### src/rtl/wb_regfile_unit_if.sv
// MEM/WB write-back bundle: pipeline inputs, ID read ports, forwarding and debug outputs.
// The master drives the pipeline side. The slave is the write-back/register-file unit.
interface wb_regfile_unit_if #(
  parameter int DATA_W = 32,
  parameter int REG_AW = 5,
  parameter int CNT_W  = 32
);
  logic [DATA_W-1:0] ALUResult_WB;
  logic [DATA_W-1:0] ReadDataFromMem_WB;
  logic [DATA_W-1:0] NextInstruct_WB;
  logic [DATA_W-1:0] ReadData1_WB;
  logic [31:0]       Instruction_WB;
  logic [1:0]        MemtoReg_WB;
  logic [1:0]        RegDst_WB;
  logic              RegWrite_WB;
  logic              RegWriteSel_WB;
  logic              Zero_WB;
  logic [REG_AW-1:0] RdAddrA;
  logic [REG_AW-1:0] RdAddrB;
  logic [DATA_W-1:0] ReadDataA;
  logic [DATA_W-1:0] ReadDataB;
  logic              WriteEn_WB;
  logic [REG_AW-1:0] WriteAddr_WB;
  logic [DATA_W-1:0] WriteData_WB;
  logic              LastWrValid;
  logic [REG_AW-1:0] LastWrAddr;
  logic [DATA_W-1:0] LastWrData;
  logic [CNT_W-1:0]  RetireCount;
  logic [CNT_W-1:0]  WriteCount;

  modport master (
    output ALUResult_WB, ReadDataFromMem_WB, NextInstruct_WB, ReadData1_WB, Instruction_WB,
           MemtoReg_WB, RegDst_WB, RegWrite_WB, RegWriteSel_WB, Zero_WB, RdAddrA, RdAddrB,
    input  ReadDataA, ReadDataB, WriteEn_WB, WriteAddr_WB, WriteData_WB,
           LastWrValid, LastWrAddr, LastWrData, RetireCount, WriteCount
  );

  modport slave (
    input  ALUResult_WB, ReadDataFromMem_WB, NextInstruct_WB, ReadData1_WB, Instruction_WB,
           MemtoReg_WB, RegDst_WB, RegWrite_WB, RegWriteSel_WB, Zero_WB, RdAddrA, RdAddrB,
    output ReadDataA, ReadDataB, WriteEn_WB, WriteAddr_WB, WriteData_WB,
           LastWrValid, LastWrAddr, LastWrData, RetireCount, WriteCount
  );
endinterface

### src/rtl/wb_regfile_unit.sv
// Write-back select and commit into the register file, with bypassed ID read ports and debug counters.
// Latency: the commit takes one edge, and the read and WB outputs are combinational. There is no backpressure.
module wb_regfile_unit #(
  parameter int DATA_W = 32,
  parameter int REG_AW = 5,
  parameter int CNT_W  = 32
) (
  input logic           Clk,
  input logic           Reset,
  wb_regfile_unit_if.slave bus
);
  localparam int NREG = 2 ** REG_AW;

  logic [DATA_W-1:0] regs [NREG];
  logic [REG_AW-1:0] wAddr;
  logic [DATA_W-1:0] wData;
  logic              wEn;
  logic              lastValid;
  logic [REG_AW-1:0] lastAddr;
  logic [DATA_W-1:0] lastData;
  logic [CNT_W-1:0]  retireCnt;
  logic [CNT_W-1:0]  writeCnt;
  logic [DATA_W-1:0] rdA;
  logic [DATA_W-1:0] rdB;

  always_comb begin
    wAddr = '0;
    case (bus.RegDst_WB)
      2'b00:   wAddr = REG_AW'(bus.Instruction_WB[20:16]);
      2'b01:   wAddr = REG_AW'(bus.Instruction_WB[15:11]);
      2'b10:   wAddr = {REG_AW{1'b1}};
      default: wAddr = '0;
    endcase
  end

  always_comb begin
    wData = '0;
    case (bus.MemtoReg_WB)
      2'b00:   wData = bus.ALUResult_WB;
      2'b01:   wData = bus.ReadDataFromMem_WB;
      2'b10:   wData = bus.NextInstruct_WB;
      default: wData = bus.ReadData1_WB;
    endcase
  end

  assign wEn = bus.RegWrite_WB & (bus.RegDst_WB != 2'b11) & (wAddr != '0) &
               (~bus.RegWriteSel_WB | bus.Zero_WB);

  // A write in flight this cycle overrides the stored value, so ID sees it without a stall.
  always_comb begin
    rdA = '0;
    rdB = '0;
    if (bus.RdAddrA != '0) rdA = (wEn && bus.RdAddrA == wAddr) ? wData : regs[bus.RdAddrA];
    if (bus.RdAddrB != '0) rdB = (wEn && bus.RdAddrB == wAddr) ? wData : regs[bus.RdAddrB];
  end

  always_ff @(posedge Clk or negedge Reset) begin
    if (!Reset) begin
      for (int i = 0; i < NREG; i++) regs[i] <= '0;
      lastValid <= 1'b0;
      lastAddr  <= '0;
      lastData  <= '0;
      retireCnt <= '0;
      writeCnt  <= '0;
    end else begin
      lastValid <= wEn;
      if (wEn) begin
        regs[wAddr] <= wData;
        lastAddr    <= wAddr;
        lastData    <= wData;
        writeCnt    <= writeCnt + 1'b1;
      end
      if (bus.Instruction_WB != 32'h0) retireCnt <= retireCnt + 1'b1;
    end
  end

  assign bus.ReadDataA    = rdA;
  assign bus.ReadDataB    = rdB;
  assign bus.WriteEn_WB   = wEn;
  assign bus.WriteAddr_WB = wAddr;
  assign bus.WriteData_WB = wData;
  assign bus.LastWrValid  = lastValid;
  assign bus.LastWrAddr   = lastAddr;
  assign bus.LastWrData   = lastData;
  assign bus.RetireCount  = retireCnt;
  assign bus.WriteCount   = writeCnt;
endmodule

### src/flat_wrapper.sv
// flat-port wrapper written by rule: the top's interface ports become plain ports
module wb_regfile_unit_flat 
#(
  parameter int DATA_W = 32,
  parameter int REG_AW = 5,
  parameter int CNT_W  = 32
)
  (Clk, Reset, bus_ALUResult_WB, bus_ReadDataFromMem_WB, bus_NextInstruct_WB, bus_ReadData1_WB, bus_Instruction_WB, bus_MemtoReg_WB, bus_RegDst_WB, bus_RegWrite_WB, bus_RegWriteSel_WB, bus_Zero_WB, bus_RdAddrA, bus_RdAddrB, bus_ReadDataA, bus_ReadDataB, bus_WriteEn_WB, bus_WriteAddr_WB, bus_WriteData_WB, bus_LastWrValid, bus_LastWrAddr, bus_LastWrData, bus_RetireCount, bus_WriteCount);
  wb_regfile_unit_if #(.DATA_W(DATA_W), .REG_AW(REG_AW), .CNT_W(CNT_W)) bus_i ();
  input logic Clk;
  input logic Reset;
  input wire logic [$bits(bus_i.ALUResult_WB)-1:0] bus_ALUResult_WB;
  input wire logic [$bits(bus_i.ReadDataFromMem_WB)-1:0] bus_ReadDataFromMem_WB;
  input wire logic [$bits(bus_i.NextInstruct_WB)-1:0] bus_NextInstruct_WB;
  input wire logic [$bits(bus_i.ReadData1_WB)-1:0] bus_ReadData1_WB;
  input wire logic [$bits(bus_i.Instruction_WB)-1:0] bus_Instruction_WB;
  input wire logic [$bits(bus_i.MemtoReg_WB)-1:0] bus_MemtoReg_WB;
  input wire logic [$bits(bus_i.RegDst_WB)-1:0] bus_RegDst_WB;
  input wire logic [$bits(bus_i.RegWrite_WB)-1:0] bus_RegWrite_WB;
  input wire logic [$bits(bus_i.RegWriteSel_WB)-1:0] bus_RegWriteSel_WB;
  input wire logic [$bits(bus_i.Zero_WB)-1:0] bus_Zero_WB;
  input wire logic [$bits(bus_i.RdAddrA)-1:0] bus_RdAddrA;
  input wire logic [$bits(bus_i.RdAddrB)-1:0] bus_RdAddrB;
  output wire logic [$bits(bus_i.ReadDataA)-1:0] bus_ReadDataA;
  output wire logic [$bits(bus_i.ReadDataB)-1:0] bus_ReadDataB;
  output wire logic [$bits(bus_i.WriteEn_WB)-1:0] bus_WriteEn_WB;
  output wire logic [$bits(bus_i.WriteAddr_WB)-1:0] bus_WriteAddr_WB;
  output wire logic [$bits(bus_i.WriteData_WB)-1:0] bus_WriteData_WB;
  output wire logic [$bits(bus_i.LastWrValid)-1:0] bus_LastWrValid;
  output wire logic [$bits(bus_i.LastWrAddr)-1:0] bus_LastWrAddr;
  output wire logic [$bits(bus_i.LastWrData)-1:0] bus_LastWrData;
  output wire logic [$bits(bus_i.RetireCount)-1:0] bus_RetireCount;
  output wire logic [$bits(bus_i.WriteCount)-1:0] bus_WriteCount;
  assign bus_i.ALUResult_WB = bus_ALUResult_WB;
  assign bus_i.ReadDataFromMem_WB = bus_ReadDataFromMem_WB;
  assign bus_i.NextInstruct_WB = bus_NextInstruct_WB;
  assign bus_i.ReadData1_WB = bus_ReadData1_WB;
  assign bus_i.Instruction_WB = bus_Instruction_WB;
  assign bus_i.MemtoReg_WB = bus_MemtoReg_WB;
  assign bus_i.RegDst_WB = bus_RegDst_WB;
  assign bus_i.RegWrite_WB = bus_RegWrite_WB;
  assign bus_i.RegWriteSel_WB = bus_RegWriteSel_WB;
  assign bus_i.Zero_WB = bus_Zero_WB;
  assign bus_i.RdAddrA = bus_RdAddrA;
  assign bus_i.RdAddrB = bus_RdAddrB;
  assign bus_ReadDataA = bus_i.ReadDataA;
  assign bus_ReadDataB = bus_i.ReadDataB;
  assign bus_WriteEn_WB = bus_i.WriteEn_WB;
  assign bus_WriteAddr_WB = bus_i.WriteAddr_WB;
  assign bus_WriteData_WB = bus_i.WriteData_WB;
  assign bus_LastWrValid = bus_i.LastWrValid;
  assign bus_LastWrAddr = bus_i.LastWrAddr;
  assign bus_LastWrData = bus_i.LastWrData;
  assign bus_RetireCount = bus_i.RetireCount;
  assign bus_WriteCount = bus_i.WriteCount;
  wb_regfile_unit #(.DATA_W(DATA_W), .REG_AW(REG_AW), .CNT_W(CNT_W)) u_core (.Clk(Clk), .Reset(Reset), .bus(bus_i));
endmodule
### config.mk
export PLATFORM = sky130hd
export DESIGN_NAME = wb_regfile_unit_flat
export DESIGN_NICKNAME = d
export VERILOG_FILES = /design/src/rtl/wb_regfile_unit_if.sv /design/src/rtl/wb_regfile_unit.sv /design/src/flat_wrapper.sv
export SDC_FILE = /design/constraint.sdc
export NUM_CORES = 2
export LEC_CHECK = 0
export CAP_MARGIN = 20
export CORE_MARGIN = 2
export CORE_UTILIZATION = 40
export CTS_BUF_LIST = sky130_fd_sc_hd__clkbuf_16
export DETAILED_ROUTE_END_ITERATION = 12
export GPL_ROUTABILITY_DRIVEN = 0
export PLACE_DENSITY = 0.56
export SLEW_MARGIN = 30
export SYNTH_ARGS = -nofsm -noshare
export SYNTH_HDL_FRONTEND = slang
export SYNTH_SLANG_ARGS = --single-unit
### constraint.sdc
create_clock -name Clk -period 4.7 [get_ports Clk]
set_clock_uncertainty 0.1 [all_clocks]
set_input_delay 0.705 -clock Clk [delete_from_list [all_inputs] [get_ports Clk]]
set_output_delay 0.705 -clock Clk [all_outputs]
set_load 0.02 [all_outputs]
# Yosys cells after proc, flatten, opt, wreduce, memory -nomap -nowiden
# Cells that the tools add are included.
[op_classes]
addsub = 2
mul = 0
n_div = 0
n_lt_le_gt_ge = 4
n_eq_ne = 7
shifts = 0
mux = 15
bitwise = 8
n_reduce_logical = 9
[ops]
columns = ["op", "count"]
rows = [
  ["$bwmux 1024", 1],
  ["$bmux 32 s5", 2],
  ["$mux 32", 9],
  ["$demux 32 s5", 1],
  ["$pmux 32 s3", 1],
  ["$add 32x1->32 const B", 2],
  ["$reduce_bool 32->1", 1],
  ["$ge 6x6->1 const B", 3],
  ["$not 5->6", 3],
  ["$pmux 5 s3", 1],
  ["$reduce_bool 5->1", 3],
  ["$eq 5x5->1", 2],
  ["$lt 6x1->1 const B", 1],
  ["$eq 2x1->1 const B", 2],
  ["$eq 2x2->1 const B", 2],
  ["$logic_not 2->1", 2],
  ["$and 1x1->1", 3],
  ["$logic_and 1x1->1", 3],
  ["$ne 2x2->1 const B", 1],
  ["$not 1->1", 1],
  ["$or 1x1->1", 1],
]
[word_totals]
ff_bits = 1126
latchBits = 0
ramBits = 0
mem_bits_ro = 0
inputBits = 179
output_inout_bits = 204
elab_cells = 82
memories = 0

# Depth between registers and ports, before layout
[depth]
depth_word = 8
mapped_depth = 11

# Least setup slack after synthesis
# OpenSTA, ideal clock, no wires.
[synth_timing]
kind = "input port to output port"
start = "input port bus_RegDst_WB[0]"
end = "output port bus_ReadDataB[10]"
arrival_time_ps = 2863
required_time_ps = 3895
setup_slack_ps = 1032
stages = 10
path_buffers = 3
path_cell_list = "buf_2 buf_2 nor4_2 a21oi_1 o21ai_2 clkinv_1 nand4_2 o21ai_2 buf_2 o22ai_1"
[synth_between]
elab_chain_cells = 8
word_cells_on_any_way = 13
[synth_rtl]
columns = ["element", "line_no", "source"]
rows = [
  ["from (decl)", "flat_wrapper.sv:18", "input wire logic [$bits(bus_i.RegDst_WB)-1:0] bus_RegDst_WB;"],
  ["$eq 2x2->1, or another cell as far along", "wb_regfile_unit.sv:28", "case (bus.RegDst_WB)"],
  ["$pmux 5 s3", "wb_regfile_unit.sv:28", ""],
  ["$reduce_bool 5->1", "wb_regfile_unit.sv:46", "assign wEn = bus.RegWrite_WB & (bus.RegDst_WB != 2'b11) & (wAddr != '0) &"],
  ["$and 1x1->1 (*) (2 in series)", "wb_regfile_unit.sv:46", ""],
  ["net bus_WriteEn_WB", "flat_wrapper.sv:26", "output wire logic [$bits(bus_i.WriteEn_WB)-1:0] bus_WriteEn_WB;"],
  ["$logic_and 1x1->1 (*)", "wb_regfile_unit.sv:54", "if (bus.RdAddrB != '0) rdB = (wEn && bus.RdAddrB == wAddr) ? wData : regs[bus.RdAddrB];"],
  ["$mux 32 (*) (2 in series)", "wb_regfile_unit.sv:54", ""],
  ["to (decl)", "flat_wrapper.sv:25", "output wire logic [$bits(bus_i.ReadDataB)-1:0] bus_ReadDataB;"],
]
# Mark *: on every way through the listed nets, which the timed path passes. The rest lies on a longest branch.

# Final worst setup path
[layout_timing]
start = "input port bus_RegDst_WB[1]"
end = "output port bus_ReadDataA[30]"
[layout_between]
elab_chain_cells = 8
word_cells_on_any_way = 13
[layout_rtl]
columns = ["element", "line_no", "source"]
rows = [
  ["$eq 2x2->1, or another cell as far along", "wb_regfile_unit.sv:28", ""],
  ["$pmux 5 s3", "wb_regfile_unit.sv:28", ""],
  ["$reduce_bool 5->1", "wb_regfile_unit.sv:46", ""],
  ["$and 1x1->1 (2 in series)", "wb_regfile_unit.sv:46", ""],
  ["$logic_and 1x1->1 (*)", "wb_regfile_unit.sv:53", "if (bus.RdAddrA != '0) rdA = (wEn && bus.RdAddrA == wAddr) ? wData : regs[bus.RdAddrA];"],
  ["$mux 32 (*) (2 in series)", "wb_regfile_unit.sv:53", ""],
  ["to (decl)", "flat_wrapper.sv:24", "output wire logic [$bits(bus_i.ReadDataA)-1:0] bus_ReadDataA;"],
]
# Every way passes the cells marked *; elsewhere a longest branch is shown, timed or not.

==> flow_summary.json <==
{
  "drive_above_1_share_pct": 22.3,
  "timing.slew.headroom_pct": 32.5,
  "ant_nets": 0,
  "cts_tree": "done",
  "clk_latency_ns": 0.74,
  "cp.arrival_ns": 3.71,
  "hold_viol": 0,
  "synth_top_area_share_pct": 48.9,
  "yosysSeqAreaShare_pct": 48.9,
  "grt_pass1_vias": 41800,
  "hold_class": "reg -> reg",
  "coreArea_um2": 143000,
  "worst_pin_slew_ns": 1.01,
  "ys_top_cells_by_area": "dfrtp_1, mux4_2, o21ai_0",
  "drtIter0Drc": 3286,
  "drtPass1Iterations": 5,
  "vdd.ir_drop.worst_uv": 288,
  "synthFlopType": "dfrtp_1",
  "design.die.area_um2": 147000,
  "ys_top_cells_by_count": "dfrtp_1, nand2_1, o21ai_0",
  "finalPower_mw": 31.4,
  "min_period_ns": 4.51,
  "crit_required_ns": 3.89,
  "drt-wirelength-per-cell_um": 26.0,
  "vias": 41400,
  "fp.dieH_um": 384,
  "antenna_found_initial": 0,
  "syn_inst": 4948,
  "max-cap-violations": 0,
  "grtUsageTotal_pct": 25.6,
  "finalCritPeriodShare_pct": 96.0,
  "synth.cell_area_um2": 57600,
  "grt_pass1_wl_mm": 281,
  "synth_edf_count": 0,
  "post-place-ws_ns": 0.157,
  "fmax_ghz": 0.222,
  "cts_inserted_buffers": 121,
  "end_kind": "output pin",
  "syn_avg_cell_area_um2": 11.6,
  "critPathMaxFanout": 23,
  "synth.distinct_cells": 47,
  "worstSetupPathType": "in -> out",
  "fp-row-count": 139,
  "fin_area_um2": 69000,
  "worst_slack_ns": 0.187,
  "r2r_setup_slack_ns": 2.15,
  "num_antenna_cells": 0,
  "place.port_buffers": 382,
  "start_util_pct": 40.2,
  "area_growth_pct": 19.8,
  "cts.clk_slew.worst_paths_ns": 0.06,
  "yosysTopAreaCell": "dfrtp_1",
  "ios": 383,
  "fin_cells": 7174,
  "rsz0062_at_grt": "no",
  "ctsHtreeMaxLevel": 3,
  "powerDensity_nw_per_um2": 455,
  "drc_errors": 0,
  "overflow": 0,
  "synth_warnings": 0,
  "cts.sinks": 1126,
  "nNetsFinal": 5350,
  "dp_cells": 6947,
  "status": "completed",
  "grt_max_degree": 108,
  "fin_tns_setup_ns": 0,
  "startpoint_type": "input port",
  "maxSlewViolCount": 0,
  "syn_nets": 5129,
  "synth_seq_cells": 1126,
  "synth_async_sr_flop_share_pct": 100,
  "finalSetupViolations": 0,
  "cts_root_buffer": "clkbuf_16",
  "clock_path_buffers": 3,
  "die_w_um": 384,
  "dpl.hpwl_mm": 114,
  "routed_wl_mm": 187,
  "cellLeakagePower_nw": 29.6,
  "post_drt_via_cell_ratio": 5.77,
  "dpl-instance-area_um2": 64900
}
-- metal layers --
layer / GRT usage (%) / part of all wire (%) / vias up
met5: 0 / 0 / -
met4: 6.30 / 2.2 / 0
met3: 3.88 / 6.1 / 236
met1: 37.2 / 44 / 21500
li1: - / - / 18500
met2: 40.6 / 47 / 1251
-- power breakdown --
part	switching, mW	leakage (nW)	internal [mW]
sequential	1.76	14.7	12.1
combinational	3.54	12.8	4.23
clock	4.11	2.05	5.73
total	9.40	29.6	22.0
-- final timing paths --
path | cells after the start | end | start
worst max-delay path | 11 | bus_ReadDataA[30] | bus_RegDst_WB[1]
worst min-delay path | 0 | u_core.regs[1009] | u_core.regs[1009]
worst max register to register | 7 | u_core.bus.WriteCount[21] | u_core.bus.WriteCount[4]
worst min register to register | 0 | u_core.regs[1009] | u_core.regs[1009]
max in group asynchronous | 4 | u_core.bus.LastWrData[22] | Reset
min in group asynchronous | 2 | u_core.bus.RetireCount[16] | Reset
-- critical path, cell delays in order --
cell and delay [ns]:
clkdlybuf4s50_1 0.40, buf_4 0.18, nor4_1 0.33, o22ai_1 0.22, o21ai_4 0.17, clkinv_1 0.25, nand4_4 0.23, buf_12 0.27
nand3_1 0.12, o211ai_1 0.14, clkdlybuf4s50_1 0.67
-- cells in the final DEF, fill, tap and decap left out, types with 5 or more instances in the layout --
cell and count:
o21ai_1 136, mux2_2 40, nand2b_1 7, nor2_1 18, inv_1 53, nor3_1 20
clkinv_2 29, nand2_1 1102, and2_1 6, xnor2_1 51, o21ai_0 894, clkinv_1 27
buf_8 5, o21ai_2 32, dfrtp_1 1126, nor4_1 10, bufinv_16 16, buf_4 156
o22ai_1 66, mux2i_1 103, nand4_1 17, clkinvlp_4 6, and3_1 9, nand3_1 29
mux4_2 628, nand2_4 19, xor2_1 21, clkbuf_16 127, clkdlybuf4s50_1 366, nand2_8 8
buf_12 75, and4_1 6
-- timing repair --
item | 4_1_cts | 5_1_grt
hold endpoints to repair | 35 | 0
gates resized for setup | 0 | 3
hold buffers | 1 | 0
buffers inserted | 0 | 0
setup endpoints to repair | 0 | 2
-- stage by stage --
stage / hold WS [ns] / util [%]
global route: 0.304 / 48.2
CTS: 0.297 / 48.1
global placement: 0.276 / 45.2
floorplan: 0.309 / -
finish: 0.294 / 48.2
detailed placement: 0.283 / 45.3
-- registers in the layout, summed over array words and instances (netlist names) --
signal,count
u_core.bus.LastWrValid,1
u_core.bus.WriteCount,32
u_core.bus.RetireCount,32
u_core.bus.LastWrAddr,5
u_core.bus.LastWrData,32
u_core.regs,1024
-- kinds of logic after synthesis --
logic type	after synthesis	share of synthesized area, %
and+or+nand+nor	1275	8.83
AOI/OAI and AO/OA	1151	10.3
DFF	1126	48.9
muxes	772	27.1
buffers and inverters	550	3.74
xor gates and xnor gates	72	1.09
adders and majority gates	2	0.0434
-- cell type report --
class | instances | area, µm²
fillers | 12900 | 74300
flip-flops and latches | 1126 | 28200
multi-input cells | 3272 | 27800
repair buffers | 608 | 6490
clock buffers | 127 | 3180
well taps | 1903 | 2380
clock inverters | 98 | 872
inverters | 40 | 155
No activity file was read; power rests on OpenSTA's default activity.
